## src/rtl/mux_pkg.sv

```systemverilog
// mux_pkg: shared mode encodings and select-width helper for mux_scan_sel
package mux_pkg;
  localparam logic MODE_MANUAL = 1'b0;
  localparam logic MODE_SCAN = 1'b1;
  function automatic int clog2(input int n);
    int r;
    r = 1;
    for (int i = 1; i < 31; i++) if ((1 << i) < n) r = i + 1;
    return r;
  endfunction
endpackage

```

## src/rtl/scan_timer.sv

```systemverilog
// scan_timer: DWELL-modulo dwell counter with clear, enable and terminal count
module scan_timer #(
  parameter int DWELL = 4
) (
  input  logic clk,
  input  logic rst,
  input  logic en,
  input  logic clr,
  output logic tc
);
  localparam logic [7:0] TC_V = 8'(DWELL - 1);
  logic [7:0] cnt_q, cnt_d;
  always_comb begin
    tc = cnt_q == TC_V;
    cnt_d = clr ? '0 : en ? (tc ? '0 : cnt_q + 8'd1) : cnt_q;
  end
  always_ff @(posedge clk)
    if (rst) cnt_q <= '0;
    else cnt_q <= cnt_d;
endmodule

```

## src/rtl/mux_scan_sel.sv

```systemverilog
// mux_scan_sel: N-channel registered mux with manual select and auto-scan
module mux_scan_sel
  import mux_pkg::*;
#(
  parameter int WIDTH = 1,
  parameter int NCH = 4,
  parameter int SELW = 2,
  parameter int DWELL = 4
) (
  input  logic                 clk,
  input  logic                 rst,
  input  logic [NCH*WIDTH-1:0] din,
  input  logic                 en,
  input  logic                 mode,
  input  logic [SELW-1:0]      sel_in,
  input  logic                 sel_load,
  output logic [WIDTH-1:0]     dout,
  output logic [SELW-1:0]      ch_out,
  output logic                 dout_valid,
  output logic                 wrap
);
  if (SELW != clog2(NCH) || NCH < 2 || NCH > 16 || DWELL < 1 || DWELL > 255) begin : g_bad_cfg
    $error("mux_scan_sel: illegal NCH/SELW/DWELL combination");
  end
  localparam logic [SELW:0] NCH_L = (SELW + 1)'(NCH);
  localparam logic [SELW-1:0] LAST = SELW'(NCH - 1);
  logic [WIDTH-1:0] chan [NCH];
  for (genvar k = 0; k < NCH; k++) begin : g_chan
    assign chan[k] = din[k*WIDTH +: WIDTH];
  end
  logic [SELW-1:0] sel_q, sel_d, ch_q, ch_d;
  logic [WIDTH-1:0] dout_q, dout_d;
  logic vld_q, vld_d, wrap_q, wrap_d;
  logic ld, scan, adv, last, tc, tmr_en, tmr_clr;
  scan_timer #(.DWELL(DWELL)) u_timer (
    .clk(clk),
    .rst(rst),
    .en(tmr_en),
    .clr(tmr_clr),
    .tc(tc)
  );
  // a valid load outranks the terminal count, so it also suppresses advance and wrap
  always_comb begin
    ld = sel_load && ({1'b0, sel_in} < NCH_L);
    scan = mode == MODE_SCAN;
    tmr_en = en && scan && !ld;
    tmr_clr = en && (ld || !scan);
    adv = tmr_en && tc;
    last = sel_q == LAST;
    sel_d = !en ? sel_q : ld ? sel_in : adv ? (last ? '0 : sel_q + SELW'(1)) : sel_q;
    dout_d = en ? chan[sel_q] : dout_q;
    ch_d = en ? sel_q : ch_q;
    vld_d = en;
    wrap_d = adv && last;
  end
  always_ff @(posedge clk)
    if (rst) begin
      sel_q <= '0;
      dout_q <= '0;
      ch_q <= '0;
      vld_q <= 1'b0;
      wrap_q <= 1'b0;
    end else begin
      sel_q <= sel_d;
      dout_q <= dout_d;
      ch_q <= ch_d;
      vld_q <= vld_d;
      wrap_q <= wrap_d;
    end
  assign dout = dout_q;
  assign ch_out = ch_q;
  assign dout_valid = vld_q;
  assign wrap = wrap_q;
endmodule
```

## config.mk

```make
export PLATFORM = sky130hd
export DESIGN_NAME = mux_scan_sel
export DESIGN_NICKNAME = d
export VERILOG_FILES = /design/src/rtl/mux_pkg.sv /design/src/rtl/scan_timer.sv /design/src/rtl/mux_scan_sel.sv
export SDC_FILE = /design/constraint.sdc
export NUM_CORES = 1
export LEC_CHECK = 0
export BUFFER_PORTS_ARGS = -buffer_cell sky130_fd_sc_hd__buf_2
export CORE_MARGIN = 2
export CORE_UTILIZATION = 51
export CTS_CLUSTER_DIAMETER = 40
export DETAILED_ROUTE_END_ITERATION = 10
export PLACE_DENSITY = 0.76
export SYNTH_ARGS = -nofsm -noshare
export SYNTH_HDL_FRONTEND = slang
export SYNTH_HIERARCHICAL = 1
export SYNTH_SLANG_ARGS = --single-unit
export TNS_END_PERCENT = 20
```

## constraint.sdc

```tcl
create_clock -name clk -period 2.4 [get_ports clk]
set_clock_uncertainty 0.2 [all_clocks]
set_input_delay 0.48 -clock clk [delete_from_list [all_inputs] [get_ports clk]]
set_output_delay 0.48 -clock clk [all_outputs]
set_load 0.02 [all_outputs]
```

==> flow_metrics.tcl, run 1 <==
set metrics [dict create \
    synthAdderAreaFrac 0.0340 \
    cp_data_required_time_ns 2.43 \
    path_class "reg2reg" \
    cts_setup_buffers 0 \
    muxShareOfSynthArea 0.0986 \
    ys_seq_area_frac 0.408 \
    finalSetupViolations 0 \
    fp-row-count 13 \
    worstSkewPairLatency_ns 0.29 \
    worst_slew_pin_slew_ns 0.347 \
    stdcell_area_sq_um 836 \
    crit_top_cell "a21oi_1" \
    hp-class "in2reg" \
    synth_fp_nets 91 \
    htreeDepth 1 \
    crit_chain "or4_4 -> nor4b_2 -> a21oi_1 -> or3_1 -> a21oi_1" \
    die_area_sq_mm 0.00176 \
    die-width_microns 42.0 \
    gp_congestion 0.846 \
    yosysWarnings 6 \
    synth-simple-area-share 0.233 \
    maxCapViolations 0 \
    post_cts_resized 0 \
    mostFrequentLayoutCells "dfxtp_1 (15), buf_2 (15), nor2_1 (9)" \
    grt_start_max_net_pins 10 \
    setup_ws_ns 0.182 \
    maxSlewViolCount 0 \
    outcome "finished clean" \
    switchingPower_mw 0.110 \
    cp_max_fo 5 \
    pwr-share-comb 0.106 \
    nFillCells 115 \
    synth_compound_area_frac 0.155 \
    first_pass_iters 4 \
    syn-cell-area_sq_um 736 \
    routed_wl_mm 1.27 \
    hpwlAfterDp_microns 980 \
    routed_via_density 5.43 \
    dr.first_iter.drc_count 12 \
    synthXorXnorAreaFrac 0.0238 \
    grt_pass1_wl_mm 2.34 \
    cts_sinks 15 \
    placed_area_sq_um 810 \
    die_h_microns 42.0 \
    post-route-min-period_ns 2.22 \
    end_kind "register" \
    core_area_sq_mm 0.00132 \
    synthFlopType "dfxtp_1" \
    p_leak_nw 0.339 \
    intPower_mw 0.342 \
    clock.fmax_mhz 451 \
    ctsHoldBuffers 0 \
    power_density_mw_per_mm2 541 \
    ys_async_sr_fraction 0 \
    nets 108 \
    io_buffers 15 \
    p_clk_frac 0.322 \
    switching_share 0.243 \
    synthCells 78 \
    detail-route-antenna-nets 0 \
    overflow 0 \
    cp.buffers_inverters 0 \
    start_util 0.558 \
    synth_edf_count 0 \
    arrival_ns 2.25 \
    p_seq_frac 0.572 \
    slew_headroom 0.768 \
    critPathLaunchType "register" \
    routedWlPerCell_microns 11.6 \
    slowest_delay_ns 0.58 \
    synth_top_family_by_area "simple AND/OR/NAND/NOR gates" \
    path_delay_family "simple AND/OR/NAND/NOR gates" \
    ys_ff_latch 15 \
    cts_tree "yes" \
    yosysUniqueCellTypes 30 \
    ir_drop_uv 417 \
    num_vias 592 \
    setup_tns_ns 0 \
    dp_slack_ns 0.197 \
    drc 0 \
    grtUsageTotal 0.179 \
    clkSlewWorstSetupHoldPaths_ns 0.09 \
    rsz0062_at_grt "false" \
    syn_avg_cell_area_sq_um 9.43 \
    grt_pass1_vias 527 \
    antenna_found_initial 0 \
    period_share 0.924 \
    antenna-diode-count 0 \
    ctsRootBufferMaster "clkbuf_4" \
    cts_buffers 3 \
    ioPinCount 16 \
    synthToLayoutAreaGrowth_pct 13.6 \
    drive_gt1_frac 0.266 \
    clockBufferDepth 2 \
    slowest_stage "or4_4" \
    hold_viol 0 \
]
## logic make-up (layout without fill, tap and decap cells)
kind of cell    count (synthesis)  count (layout)
compound gates                 16              16
xor+xnor                        2               2
fa+ha+maj                       2               2
buf+inv                         7              23
flops                          15              15
mux                             6               6
simple gates                   30              30
## worst paths after layout
check	cells after the start	start	end	slack [ns]
setup / recovery	5	u_timer/cnt_q[4]	sel_q[1]	0.18
hold / removal	2	rst	dout	0.27
setup reg to reg	5	u_timer/cnt_q[4]	sel_q[1]	0.18
hold reg to reg	2	ch_out[0]	ch_out[0]	0.29
## metal layers
metal / GRT usage / vias up / part of all wire
met2: 0.244 / 8 / 0.42
met1: 0.242 / 268 / 0.52
met5: 0 / - / 0
met3: 0.0647 / 2 / 0.040
li1: - / 314 / -
met4: 0.0968 / 0 / 0.017
## Yosys cell counts, types with 2 or more instances
| master | count | area [sq um] |
|---|---|---|
| or3_1 | 4 | 25.0 |
| mux2i_1 | 5 | 50.1 |
| inv_1 | 3 | 11.3 |
| nand2_1 | 3 | 11.3 |
| a21oi_1 | 6 | 30.0 |
| nand4_1 | 3 | 18.8 |
| o21ai_0 | 5 | 25.0 |
| nand3_1 | 3 | 15.0 |
| ha_1 | 2 | 25.0 |
| dfxtp_1 | 15 | 300 |
| nor2_1 | 9 | 33.8 |
| xor2_1 | 2 | 17.5 |
## sequential cells by signal, summed over array words and instances, names as in the netlist
signal	cells
dout_valid	1
sel_q	2
dout	1
u_timer/cnt_q	8
ch_out	2
wrap	1
## power groups by stage
stage | sequential, mW | combinational, mW | clock [mW]
final | 0.259 | 0.0479 | 0.145
after global routing | 0.260 | 0.0541 | 0.163
after CTS | 0.259 | 0.0480 | 0.155
after detailed placement | 0.265 | 0.0479 | 0
after global placement | 0.264 | 0.0474 | 0
after floorplan | 0.268 | 0.0282 | 0
## final cells by class
cell class / count / area, sq um / area share
well taps: 15 / 18.8 / 0.0225
multi-input cells: 56 / 400 / 0.479
inverters: 4 / 15.0 / 0.0180
repair buffers: 15 / 75.1 / 0.0898
flip-flops and latches: 15 / 300 / 0.359
clock buffers: 4 / 26.3 / 0.0314
## stage by stage
step	power [mW]	cells	utilization	hold slack, ns
floorplan	0.296	78	-	0.255
global placement	0.312	105	0.614	0.269
detailed placement	0.313	105	0.614	0.279
CTS	0.461	109	0.634	0.262
global route	0.477	109	0.634	0.275
finish	0.452	109	0.634	0.273
(Power assumes the default switching activity.)
==> inputs of run 2 (changes only) <==
--- a/config.mk
+++ b/config.mk
@@ -6,11 +6,11 @@
 export NUM_CORES = 1
 export LEC_CHECK = 0
 export BUFFER_PORTS_ARGS = -buffer_cell sky130_fd_sc_hd__buf_2
-export CORE_MARGIN = 2
 export CORE_UTILIZATION = 51
 export CTS_CLUSTER_DIAMETER = 40
 export DETAILED_ROUTE_END_ITERATION = 10
 export PLACE_DENSITY = 0.76
+export RECOVER_POWER = 100
 export SYNTH_ARGS = -nofsm -noshare
 export SYNTH_HDL_FRONTEND = slang
 export SYNTH_HIERARCHICAL = 1
==> flow_metrics.tcl, run 2 (same netlist as run 1, synthesis figures left out) <==
set metrics [dict create \
    multi_input_area_sq_um 380 \
    critPathLaunchType "register" \
    cp_max_fo 5 \
    cts_setup_buffers 0 \
    routedWlPerCell_microns 12.6 \
    slew_headroom 0.527 \
    cts_buffers 3 \
    overflow 0 \
    ioPinCount 16 \
    die_h_microns 40.0 \
    post_cts_resized 0 \
    wl_met2_microns 612 \
    antenna-diode-count 0 \
    wl_met3_microns 54 \
    cts_sinks 15 \
    drive_gt1_frac 0.191 \
    hold_viol 0 \
    ctsHoldBuffers 0 \
    clkSlewWorstSetupHoldPaths_ns 0.10 \
    ctsRootBufferMaster "clkbuf_4" \
    nFillCells 123 \
    crit_top_cell "a21oi_1" \
    cp_data_required_time_ns 2.42 \
    highest_layer "met4" \
    maxCapViolations 0 \
    clock.fmax_mhz 452 \
    path_class "reg2reg" \
    mostFrequentLayoutCell "dfxtp_1" \
    hp-class "in2reg" \
    die_area_sq_mm 0.00160 \
    detail-route-antenna-nets 0 \
    mostFrequentLayoutCells "dfxtp_1 (15), nor2_1 (9), buf_2 (9)" \
    first_pass_iters 4 \
    finalPower_mw 0.452 \
    grt_pass1_vias 589 \
    grtUsageTotal 0.228 \
    cts_tree "yes" \
    drc 0 \
    grt_pass1_wl_mm 2.34 \
    synthToLayoutAreaGrowth_pct 10.0 \
    p_leak_nw 0.314 \
    power_density_mw_per_mm2 558 \
    whs_ns 0.276 \
    num_vias 593 \
    io_buffers 15 \
    crit_chain "or4_4 -> nor4b_2 -> a21oi_1 -> or3_1 -> a21oi_1" \
    core_area_sq_mm 0.00132 \
    routed_via_density 5.44 \
    slowest_stage "or4_4" \
    worstSkewPairLatency_ns 0.28 \
    grt_start_max_net_pins 10 \
    nets 108 \
    post-route-min-period_ns 2.21 \
    hpwlAfterDp_mm 1.02 \
    period_share 0.921 \
    setup_tns_ns 0 \
    routed_wl_mm 1.37 \
    start_util 0.558 \
    dr.first_iter.drc_count 20 \
    seqCellArea_sq_um 300 \
    reg2reg_depth 5 \
    outcome "finished clean" \
    die-width_microns 40.0 \
    slowest_delay_ns 0.56 \
    drt-met1-wl_microns 692 \
    top_register "u_timer/cnt_q" \
    ir_drop_uv 340 \
    htreeDepth 1 \
    largest_reg_flops 8 \
    gp_congestion 0.810 \
    maxSlewViolCount 0 \
    end_kind "register" \
    utilization 0.614 \
    antenna_found_initial 0 \
    arrival_ns 2.23 \
    whs_path_depth 2 \
    rsz0062_at_grt "false" \
    finalSetupViolations 0 \
    worst_slew_pin_slew_ns 0.700 \
    fp-row-count 13 \
    clockBufferDepth 2 \
]
==> run 2: cell types whose count changed in the layout (fill, tap and decap cells not counted) <==
cell      delta
buf_2        -6
clkbuf_1     +5
and2_0       +1
and2_2       -1
clkinv_2     +1
o41ai_1      +1
o41ai_4      -1
==> run 2: worst paths after layout <==
kind	start	end	slack [ns]
worst max-delay path	u_timer/cnt_q[4]	sel_q[1]	0.19
worst min-delay path	rst	sel_q[1]	0.28
worst max register to register	u_timer/cnt_q[4]	sel_q[1]	0.19
worst min register to register	u_timer/cnt_q[7]	u_timer/cnt_q[7]	0.30
==> run 2: layer usage <==
metal | track usage | up-vias
met4 | 0.129 | 0
met1 | 0.291 | 262
met2 | 0.351 | 15
met5 | 0 | -
met3 | 0.0500 | 2
li1 | - | 314
==> run 2: final cells by class <==
type                            instances  share of cell area
Tap cell                               15              0.0232
Clock inverter                          1             0.00618
Timing Repair Buffer                   15              0.0835
Sequential cell                        15               0.371
Clock buffer                            3              0.0278
Inverter                                4              0.0185
Multi-Input combinational cell         56               0.470
==> run 2: stage by stage <==
stage / area (sq um) / setup WS (ns) / instances
floorplan: 736 / 0.323 / 78
global placement: 810 / 0.250 / 105
detailed placement: 810 / 0.197 / 105
CTS: 837 / 0.161 / 109
global route: 810 / 0.0254 / 109
finish: 810 / 0.189 / 109
==> run 2: report_power, final <==
part	total [mW]	internal, mW	switching [mW]
Sequential	0.259	0.255	0.00441
Combinational	0.0460	0.0204	0.0256
Clock	0.147	0.0619	0.0849
Total	0.452	0.337	0.115
==> run 2: worst max-delay path: cells and delay by family (launching register included) <==
kind,cells,cell delay (ns)
AND/OR/NAND/NOR,3,1.29
flip-flops,1,0.36
AO/OA/AOI/OAI,2,0.30
==> inputs of run 3 (changes only) <==
--- a/config.mk
+++ b/config.mk
@@ -6,10 +6,9 @@
 export NUM_CORES = 1
 export LEC_CHECK = 0
 export BUFFER_PORTS_ARGS = -buffer_cell sky130_fd_sc_hd__buf_2
-export CORE_UTILIZATION = 51
+export CORE_UTILIZATION = 25
 export CTS_CLUSTER_DIAMETER = 40
 export DETAILED_ROUTE_END_ITERATION = 10
-export PLACE_DENSITY = 0.76
 export RECOVER_POWER = 100
 export SYNTH_ARGS = -nofsm -noshare
 export SYNTH_HDL_FRONTEND = slang
==> flow_metrics.tcl, run 3 (same netlist as run 1, synthesis figures left out) <==
set metrics [dict create \
    antenna_found_initial 0 \
    top_register "u_timer/cnt_q" \
    cts_sinks 15 \
    cts_tree "yes" \
    die_h_microns 56.2 \
    mostFrequentLayoutCells "dfxtp_1 (15), nor2_1 (9), buf_2 (9)" \
    dp_slack_ns 0.164 \
    intPower_mw 0.337 \
    antenna-diode-count 0 \
    worst_slew_pin_slew_ns 0.458 \
    cp_data_required_time_ns 2.42 \
    die_area_sq_mm 0.00316 \
    end_kind "register" \
    htreeDepth 1 \
    largest_reg_flops 8 \
    ctsHoldBuffers 0 \
    rsz0062_at_grt "false" \
    nets 108 \
    hp-class "in2reg" \
    clockBufferDepth 2 \
    maxSlewViolCount 0 \
    post-route-min-period_ns 2.21 \
    ir_drop_uv 257 \
    hpwlAfterDp_mm 1.08 \
    instances_no_fill 125 \
    first_pass_iters 3 \
    synthToLayoutAreaGrowth_pct 13.8 \
    start_util 0.265 \
    grtUsageTotal 0.0975 \
    switching_share 0.239 \
    path_class "reg2reg" \
    io_buffers 15 \
    maxCapViolations 0 \
    routedWlPerCell_microns 10.7 \
    ioPinCount 16 \
    gp_congestion 0.700 \
    placed_area_sq_um 830 \
    utilization 0.301 \
    fp-row-count 19 \
    cts_buffers 3 \
    pwr-share-comb 0.102 \
    slowest_delay_ns 0.58 \
    dr.first_iter.drc_count 2 \
    mostFrequentLayoutCell "dfxtp_1" \
    switchingPower_mw 0.106 \
    ctsRootBufferMaster "clkbuf_4" \
    overflow 0 \
    num_vias 611 \
    p_leak_nw 0.317 \
    finalPower_mw 0.443 \
    period_share 0.921 \
    p_seq_frac 0.585 \
    crit_chain "or4_4 -> nor4b_2 -> a21oi_1 -> or3_1 -> a21oi_1" \
    arrival_ns 2.23 \
    critPathLaunchType "register" \
    hold_viol 0 \
    routed_via_density 4.89 \
    slowest_stage "or4_4" \
    detail-route-antenna-nets 0 \
    finalSetupViolations 0 \
    placed_cells 121 \
    cp_max_fo 5 \
    crit_top_cell "a21oi_1" \
    cts_setup_buffers 0 \
    grt_pass1_wl_mm 2.33 \
    core_area_sq_mm 0.00278 \
    grt_start_max_net_pins 10 \
    post_cts_resized 0 \
    clock.fmax_mhz 452 \
    slew_headroom 0.691 \
    setup_ws_ns 0.190 \
    power_density_mw_per_mm2 529 \
    drc 0 \
    stdcell_area_sq_um 837 \
    setup_tns_ns 0 \
    worstSkewPairLatency_ns 0.28 \
    grt_pass1_vias 605 \
    outcome "finished clean" \
    whs_ns 0.274 \
    die-width_microns 56.2 \
    p_clk_frac 0.314 \
    routed_wl_mm 1.34 \
    clkSlewWorstSetupHoldPaths_ns 0.09 \
    drive_gt1_frac 0.202 \
]
-- run 3: final cells by class --
| type | instances | area [sq um] |
|---|---|---|
| Fill cell | 300 | 1940 |
| Inverter | 4 | 15.0 |
| Sequential cell | 15 | 300 |
| Multi-Input combinational cell | 56 | 388 |
| Timing Repair Buffer | 15 | 67.6 |
| Clock inverter | 1 | 5.00 |
| Clock buffer | 3 | 22.5 |
| Tap cell | 31 | 38.8 |
-- run 3: path summary, 6_finish.rpt --
path / endpoint / start / slack [ns] / depth (start not counted)
min: dout_valid / rst / 0.27 / 2
min reg2reg: dout / dout / 0.30 / 2
max reg2reg: sel_q[1] / u_timer/cnt_q[4] / 0.19 / 5
max: sel_q[1] / u_timer/cnt_q[4] / 0.19 / 5
-- run 3: power groups by stage --
stage | combinational (mW) | sequential [mW] | clock, mW
after floorplan | 0.0282 | 0.268 | 0
after global placement | 0.0477 | 0.265 | 0
after detailed placement | 0.0484 | 0.265 | 0
after CTS | 0.0484 | 0.259 | 0.147
after global routing | 0.0506 | 0.260 | 0.160
final | 0.0451 | 0.259 | 0.139
-- run 3: worst max-delay path, delay by kind of cell (launching register included) --
kind             cells  cell delay [ns]
AND/OR/NAND/NOR      3             1.31
flip-flops           1             0.35
AO/OA/AOI/OAI        2             0.30
-- run 3: per-layer routing --
layer / track usage / vias up / share of wire / wire, microns
met4: 0.0732 / 0 / 0.030 / 40
met2: 0.177 / 14 / 0.48 / 644
met1: 0.0956 / 280 / 0.45 / 597
met5: 0 / - / 0 / 0
li1: - / 313 / - / -
met3: 0.0209 / 4 / 0.039 / 52
